==> src/rtl/alu_result_buffer.sv <==
// -----------------------------------------------------------------------------
// alu_result_buffer
//
// Two-entry registered result buffer between the ALU operation modules and the
// writeback stage. Results are captured with their opcode tag on a valid/ready
// handshake and presented to writeback in strict FIFO order. in_ready depends
// only on registered state, so writeback stalls never reach back into the ALU
// combinationally.
//
// Optional feature macro: ALU_RESULT_FLAGS_EN
//   When defined, zero/negative flags are derived from in_data at push time,
//   stored with the entry, and driven on out_zero/out_neg.
//
// Parameters:
//   size  datapath width in bits (matches ALU size)
//   opw   opcode tag width in bits
//
// Ports:
//   clk        rising-edge clock
//   rst        synchronous active-high reset
//   in_valid   ALU result available
//   in_ready   buffer can accept (fewer than 2 entries held)
//   in_data    ALU result
//   in_op      opcode tag travelling with the result
//   out_valid  head entry valid
//   out_ready  writeback consumes the head entry
//   out_data   head result
//   out_op     head opcode tag
//   out_zero   head result == 0           (ALU_RESULT_FLAGS_EN only)
//   out_neg    head result MSB            (ALU_RESULT_FLAGS_EN only)
//   count      entries held: 0, 1 or 2
// -----------------------------------------------------------------------------
module alu_result_buffer #(
  parameter int size = 8,
  parameter int opw  = 4
) (
  input  logic            clk,
  input  logic            rst,
  input  logic            in_valid,
  output logic            in_ready,
  input  logic [size-1:0] in_data,
  input  logic [opw-1:0]  in_op,
  output logic            out_valid,
  input  logic            out_ready,
  output logic [size-1:0] out_data,
  output logic [opw-1:0]  out_op,
`ifdef ALU_RESULT_FLAGS_EN
  output logic            out_zero,
  output logic            out_neg,
`endif
  output logic [1:0]      count
);

  typedef struct packed {
    logic [size-1:0] data;
    logic [opw-1:0]  op;
`ifdef ALU_RESULT_FLAGS_EN
    logic            zero;
    logic            neg;
`endif
  } entry_t;

  entry_t     mem_q [2];
  entry_t     mem_d [2];
  logic       wr_ptr_q, wr_ptr_d;
  logic       rd_ptr_q, rd_ptr_d;
  logic [1:0] count_q,  count_d;

  logic   push;
  logic   pop;
  entry_t new_entry;

  // Handshake qualifiers come only from registered count, so there is no
  // combinational path from out_ready to in_ready.
  assign in_ready  = (count_q != 2'd2);
  assign out_valid = (count_q != 2'd0);
  assign push      = in_valid && in_ready;
  assign pop       = out_valid && out_ready;

  always_comb begin
    // NOTE: every variable gets a default before any branch so no latch is inferred.
    new_entry      = '0;
    new_entry.data = in_data;
    new_entry.op   = in_op;
`ifdef ALU_RESULT_FLAGS_EN
    // Flags are frozen at capture time and never recomputed at the output.
    new_entry.zero = ~|in_data;
    new_entry.neg  = in_data[size-1];
`endif

    mem_d    = mem_q;
    wr_ptr_d = wr_ptr_q;
    rd_ptr_d = rd_ptr_q;
    count_d  = count_q;

    if (push) begin
      mem_d[wr_ptr_q] = new_entry;
      wr_ptr_d        = ~wr_ptr_q;
    end

    // Popped entries are left in place; only out_valid qualifies the data.
    if (pop) begin
      rd_ptr_d = ~rd_ptr_q;
    end

    unique case ({push, pop})
      2'b10:   count_d = count_q + 2'd1;
      2'b01:   count_d = count_q - 2'd1;
      default: count_d = count_q;
    endcase
  end

  always_ff @(posedge clk) begin
    // NOTE: sequential state uses non-blocking assignments only.
    if (rst) begin
      // NOTE: storage is small and its reset value is observable on the
      // outputs, so it is reset along with the control state.
      for (int i = 0; i < 2; i++) begin
        mem_q[i] <= '0;
`ifdef ALU_RESULT_FLAGS_EN
        // Cleared data is zero, so the stored zero flag is kept consistent.
        mem_q[i].zero <= 1'b1;
`endif
      end
      wr_ptr_q <= 1'b0;
      rd_ptr_q <= 1'b0;
      count_q  <= 2'd0;
    end else begin
      for (int i = 0; i < 2; i++) begin
        mem_q[i] <= mem_d[i];
      end
      wr_ptr_q <= wr_ptr_d;
      rd_ptr_q <= rd_ptr_d;
      count_q  <= count_d;
    end
  end

  assign out_data = mem_q[rd_ptr_q].data;
  assign out_op   = mem_q[rd_ptr_q].op;
`ifdef ALU_RESULT_FLAGS_EN
  assign out_zero = mem_q[rd_ptr_q].zero;
  assign out_neg  = mem_q[rd_ptr_q].neg;
`endif
  assign count    = count_q;

endmodule

==> config.mk <==
export PLATFORM = sky130hd
export DESIGN_NAME = alu_result_buffer
export DESIGN_NICKNAME = d
export VERILOG_FILES = /design/src/rtl/alu_result_buffer.sv
export SDC_FILE = /design/constraint.sdc
export NUM_CORES = 1
export LEC_CHECK = 0
export BUFFER_PORTS_ARGS = -buffer_cell sky130_fd_sc_hd__buf_4
export CAP_MARGIN = 20
export CORE_MARGIN = 2
export CORE_UTILIZATION = 56
export CTS_CLUSTER_DIAMETER = 150
export DETAILED_ROUTE_END_ITERATION = 7
export PLACE_DENSITY_LB_ADDON = 0.15
export SYNTH_ARGS = -nofsm -noshare
export SYNTH_HDL_FRONTEND = slang
export SYNTH_SLANG_ARGS = --single-unit
export TNS_END_PERCENT = 5
==> constraint.sdc <==
create_clock -name clk -period 3.6 [get_ports clk]
set_input_delay 0 -clock clk [delete_from_list [all_inputs] [get_ports clk]]
set_output_delay 0 -clock clk [all_outputs]
set_load 0.02 [all_outputs]
==> results of run 1 <==
[per-stage QoR]
stage | setup slack, ns | total power, µW | instances | util (%) | area [µm²]
floorplan | 1.96 | 684 | 125 | - | 1340
CTS | 1.85 | 1010 | 192 | 77.3 | 1730
global route | 1.80 | 1060 | 192 | 77.3 | 1730
global placement | 1.99 | 780 | 176 | 69.6 | 1550
detailed placement | 1.89 | 796 | 176 | 69.6 | 1550
finish | 1.89 | 1010 | 192 | 77.3 | 1730
[synth_stat cells, drive strengths merged]
cell type	number	area, µm²
nor2	2	7.51
ha	1	12.5
mux2i	24	240
a21boi	1	7.51
o21a	1	7.51
xnor2	2	17.5
o21ai	1	5.00
nand2	1	3.75
nand2b	37	239
buf	4	42.5
or2	1	6.26
mux2	12	135
clkbuf	4	15.0
dfxtp	28	561
nand3	1	5.00
o21ba	1	10.0
and3b	1	8.76
a21oi	1	5.00
xor2	1	8.76
or3	1	6.26
[flip-flops by register name, indices dropped and copies added, names as in the netlist]
signal	cells
rd_ptr_q	1
mem_q	24
count	2
wr_ptr_q	1
[worst paths after layout]
| path | startpoint | endpoint | slack [ns] | depth (start not counted) |
|---|---|---|---|---|
| max | count[0]$_SDFFE_PP0P_ | mem_q[12]$_SDFFE_PP0P_ | 1.89 | 3 |
| min reg2reg | mem_q[18]$_SDFFE_PP0P_ | mem_q[18]$_SDFFE_PP0P_ | 0.48 | 2 |
| max reg2reg | count[0]$_SDFFE_PP0P_ | mem_q[12]$_SDFFE_PP0P_ | 1.89 | 3 |
| min | rst | count[0]$_SDFFE_PP0P_ | 0.04 | 2 |
[power groups by stage]
stage / logic, µW / clock network [µW] / registers [µW]
after floorplan: 275 / 0 / 409
after global placement: 361 / 0 / 419
after detailed placement: 372 / 0 / 424
after CTS: 385 / 211 / 417
after global routing: 408 / 225 / 423
final: 383 / 206 / 416
[routing by layer]
layer	up-vias	global-route usage (%)
met5	-	0
met3	2	3.39
met2	21	34.4
li1	501	-
met1	448	25.3
met4	0	5.13
[cell usage in the layout, fill, tap and decap left out]
| cell | count |
|---|---|
| dlygate4sd3_1 | 12 |
| or3_1 | 1 |
| nand2b_4 | 1 |
| mux2i_1 | 24 |
| a21oi_1 | 1 |
| or2_2 | 1 |
| o21ba_2 | 1 |
| xnor2_1 | 2 |
| ha_1 | 1 |
| and3b_1 | 1 |
| o21ai_0 | 1 |
| nor2_1 | 2 |
| o21a_1 | 1 |
| buf_4 | 31 |
| dfxtp_1 | 28 |
| mux2_2 | 12 |
| a21boi_0 | 1 |
| nand2b_1 | 36 |
| bufinv_16 | 1 |
| clkbuf_4 | 3 |
| nand3_1 | 1 |
| nand2_1 | 1 |
| xor2_1 | 1 |
[what timing repair did]
item	CTS	global route
resized for setup	0	0
hold buffers	12	0
hold endpoints to repair	24	0
buffers inserted	0	0
[area by class of cell]
cell class,instances,area share [%]
clock buffers,3,1.30
flip-flops and latches,28,32.5
clock inverters,1,1.74
multi-input cells,89,42.0
repair buffers,43,20.4
well taps,28,2.03
[logic make-up after synthesis]
group	share of synthesized area (%)
and+or+nand+nor	20.6
muxes	27.9
DFF	41.7
buffers and inverters	4.28
AOI/OAI and AO/OA	2.61
xor gates and xnor gates	1.96
adders and majority gates	0.931
==> run_results.csv, run 1 <==
group,metric,value,unit
global_route,gr-total-overflow,0,
floorplan,die_area,2810,µm²
place,dp_hpwl,1.64,mm
cts,cts_sinks,28,
cts,clock_latency,0.33,ns
sta,period_minus_slack,1.71,ns
floorplan,rows,17,
cts,clk_pin_slew_worst_paths,0.16,ns
routing,vias_per_cell,5.06,
cts,cts_tree,"done",
sta,finalHoldViolations,0,
routing,first_pass_iters,3,
routing,routed_wirelength,2.55,mm
cells_and_area,area_delta_synth_final,28.5,%
pwr,combinationalPowerShare,38.1,%
routing,vias,972,
cells_and_area,multi_input_area,726,µm²
cts,cts_buffers,3,
worst_setup_path,worst_setup_path_start_kind,"flop",
floorplan,fp.dieW,53.0,µm
sta,setup_tns,0,ns
sta,rsz0062_at_grt,"no",
logic_synthesis,ys_seq_area_share,41.7,%
global_route,grt_max_degree,41,
sta,worstMarginPinSlew,0.821,ns
routing,met2_length,1.29,mm
worst_setup_path,worstPathCellList,"nand2b_4, and3b_1, mux2i_1",
floorplan,fp.coreArea,2230,µm²
worst_setup_path,critPathMaxFanout,13,
cells_and_area,fillers,154,
global_route,grt_pass1_vias,938,
sta,max_slew_margin,45.2,%
min_path,hold_path_class,"in -> reg",
logic_synthesis,syn_avg_cell_area,10.8,µm²
logic_synthesis,syn-cell-area,1340,µm²
job,maxCapViolations,0,
place,port_buffers,31,
pwr,pwr-share-seq,41.4,%
worst_setup_path,worstPathArrival,1.97,ns
pwr,clkPwrFrac,20.5,%
worst_setup_path,cp.buffers_inverters,0,
cts,cts.htree.levels,1,
sta,max_freq,585,MHz
place,gp_congestion,0.686,
pwr,netSwitchingFraction,32.9,%
worst_setup_path,critPathRequiredTime,3.86,ns
global_route,grt_pass1_wl,4.10,mm
logic_synthesis,syn_nets,142,
cells_and_area,fin_nets,182,
cts,cts_root_buf,"clkbuf_4",
pwr,p_per_area,582,nW/µm²
routing,drt_iter0_markers,7,
routing,drt-met1-wl,1.18,mm
global_route,track_usage,19.8,%
pwr,leakage,0.000800,µW
routing,wl_per_cell,13.3,µm
sta,hold_ws,0.0362,ns
sta,slew_violations,0,
floorplan,ios,32,
cells_and_area,drive_gt1_share,30.5,%
cells_and_area,antenna-diode-count,0,
pwr,irDropWorstVdd,0.000407,V
logic_synthesis,synth.distinct_cells,23,
cts,cts.path.max_buffers,2,
floorplan,die-height,53.0,µm
pwr,p_sw,331,µW
worst_setup_path,critPathKind,"reg -> reg",
logic_synthesis,synth-seq-cells,28,
sta,skew,0.00927,ns
worst_setup_path,slowest_stage,"and3b_1",
logic_synthesis,synth_warnings,0,
worst_setup_path,max_stage_delay,0.70,ns
routing,wl_met3,74,µm
cells_and_area,regArea,561,µm²
routing,drc,0,
floorplan,start_util,60.2,%
global_route,grt_antenna_before_repair,0,
sta,fin_crit_sh,47.5,%
worst_setup_path,crit_path_end_kind,"flop",
worst_setup_path,path_delay_family,"simple AND/OR/NAND/NOR gates",
logic_synthesis,synth_cells,125,
routing,ant_nets,0,
sta,finalSetupViolCount,0,
run_status,status,"finished clean",
pwr,p_int,675,µW
routing,top_layer,"met4",
(Power assumes the default switching activity.)
==> run 2, diff against run 1 <==
- CORE_UTILIZATION: 56 -> 52
- clock period: 3.6 -> 1.8 ns (I/O delays scaled with it)
==> run 2 against run 1 <==
Effect of this change: via count increased by 2.2%; first-iteration DRC count increased by 57%; clock-buffer cell count increased by 1; die area increased by 7.1%; cell count increased by 2.6%; clock power increased by 48%; utilization decreased by 6.6 points; sequential cell count unchanged; power increased by 91%; global-route usage decreased by 0.71 points; critical path depth unchanged; critical endpoint is now out_op[2]; largest cell class unchanged; largest power group is now combinational logic.
==> run_results.csv, run 2 (synthesis results as in run 1) <==
group,metric,value,unit
cells_and_area,antenna-diode-count,0,
place,place_area,1580,µm²
floorplan,fp.dieW,54.8,µm
cells_and_area,fin_nets,185,
cells_and_area,largest-register,"mem_q",
cts,clock_latency,0.32,ns
global_route,grt_pass1_vias,975,
sta,max_freq,631,MHz
routing,ant_nets,0,
pwr,combinationalPowerShare,42.1,%
pwr,clkPwrFrac,15.9,%
cts,cts_tree,"done",
global_route,grt_antenna_before_repair,0,
floorplan,die-height,54.8,µm
cts,cts.htree.levels,1,
cts,postCtsSetupRepairBufs,0,
pwr,netSwitchingFraction,34.0,%
floorplan,rows,18,
global_route,grt_pass1_wl,4.06,mm
cells_and_area,postLayoutCoreUtil,70.7,%
routing,vias_per_cell,5.04,
sta,worstMarginPinSlew,0.287,ns
sta,max_slew_margin,80.8,%
worst_setup_path,critPathMaxFanout,8,
pwr,p_int,1260,µW
global_route,gr-total-overflow,0,
routing,wl_per_cell,12.8,µm
place,port_buffers,31,
routing,drt_iter0_markers,11,
routing,first_pass_iters,4,
routing,drc,0,
global_route,grt_max_degree,41,
cts,cts_resized,0,
pwr,irDropWorstVdd,0.000947,V
cells_and_area,drive_gt1_share,31.7,%
cts,cts_sinks,28,
cells_and_area,area_delta_synth_final,29.1,%
cts,cts_root_buf,"clkbuf_4",
cells_and_area,final_cell_mix,"nand2b_1 (36), buf_4 (34), dfxtp_1 (28)",
floorplan,ios,32,
cells_and_area,largest_reg_flops,24,
place,gp_congestion,0.625,
worst_setup_path,critPathKind,"reg -> out",
floorplan,fp.coreArea,2450,µm²
cts,clk_pin_slew_worst_paths,0.14,ns
sta,setup_tns,0,ns
worst_setup_path,crit_path_end_kind,"output port",
cts,cts_buffers,3,
worst_setup_path,worst_setup_path_start_kind,"flop",
cts,cts.path.max_buffers,2,
place,dp_hpwl,1.68,mm
sta,finalSetupViolCount,0,
routing,routed_wirelength,2.52,mm
sta,fin_crit_sh,88.0,%
sta,period_minus_slack,1.58,ns
min_path,hold_path_class,"in -> reg",
floorplan,die_area,3010,µm²
sta,finalHoldViolations,0,
worst_setup_path,critPathRequiredTime,1.80,ns
global_route,track_usage,19.1,%
floorplan,start_util,54.7,%
pwr,leakage,0.000808,µW
sta,rsz0062_at_grt,"no",
pwr,pwr-share-seq,42.0,%
cells_and_area,stdcell_area,1740,µm²
pwr,p_per_area,1100,nW/µm²
worst_setup_path,worstPathArrival,1.58,ns
cells_and_area,layout_commonest_cell,"nand2b_1",
sta,skew,0.00410,ns
sta,slew_violations,0,
pwr,p_total,1920,µW
pwr,p_sw,652,µW
run_status,status,"finished clean",
routing,vias,993,
place,dp_slack,0.254,ns
job,maxCapViolations,0,
sta,fin_ws,0.216,ns
## run 2: what timing repair did
item / in CTS / in global routing
hold buffers: 12 / 0
endpoints found under the setup margin: 0 / 0
endpoints found under the hold margin: 24 / 0
## run 2: layer usage
metal	up-vias	part of all wire [%]	wire (µm)	global-route usage (%)
met4	0	0.40	10	6.25
met5	-	0	0	0
met2	19	52	1310	35.7
met1	467	44	1110	21.2
li1	505	-	-	-
met3	2	3.9	99	3.83
## run 2: per-stage QoR
step / std cells / hold WS [ns]
5_1_grt: 197 / 0.0561
3_5_place_dp: 181 / 0.295
6_report: 197 / 0.0482
3_3_place_gp: 181 / 0.279
4_1_cts: 197 / 0.0288
2_1_floorplan: 125 / 0.176
## run 2: layout make-up
type,count,area [µm²]
clock buffers,4,36.3
fillers,192,719
multi-input cells,89,726
flip-flops and latches,28,561
well taps,30,37.5
repair buffers,46,375
## run 2: power by group through the flow
stage	Sequential (µW)	Clock [µW]	Combinational [µW]
floorplan	818	0	550
global placement	811	0	778
detailed placement	822	0	786
CTS	807	314	813
global route	820	336	877
finish	805	305	806
## run 2: path summary, 6_finish.rpt
check	start	slack, ns	cells after the start	to
hold / removal	rst	0.05	2	count[1]$_SDFFE_PP0P_
hold reg to reg	mem_q[23]$_SDFFE_PP0P_	0.48	2	mem_q[23]$_SDFFE_PP0P_
setup reg to reg	count[0]$_SDFFE_PP0P_	0.23	5	count[1]$_SDFFE_PP0P_
setup / recovery	rd_ptr_q$_SDFFE_PP0P_	0.22	3	out_op[2]
## run 2: worst max-delay path: stages (launching register included)
cell and delay [ns]:
dfxtp_1 0.51, buf_4 0.24, mux2_2 0.35, buf_4 0.16
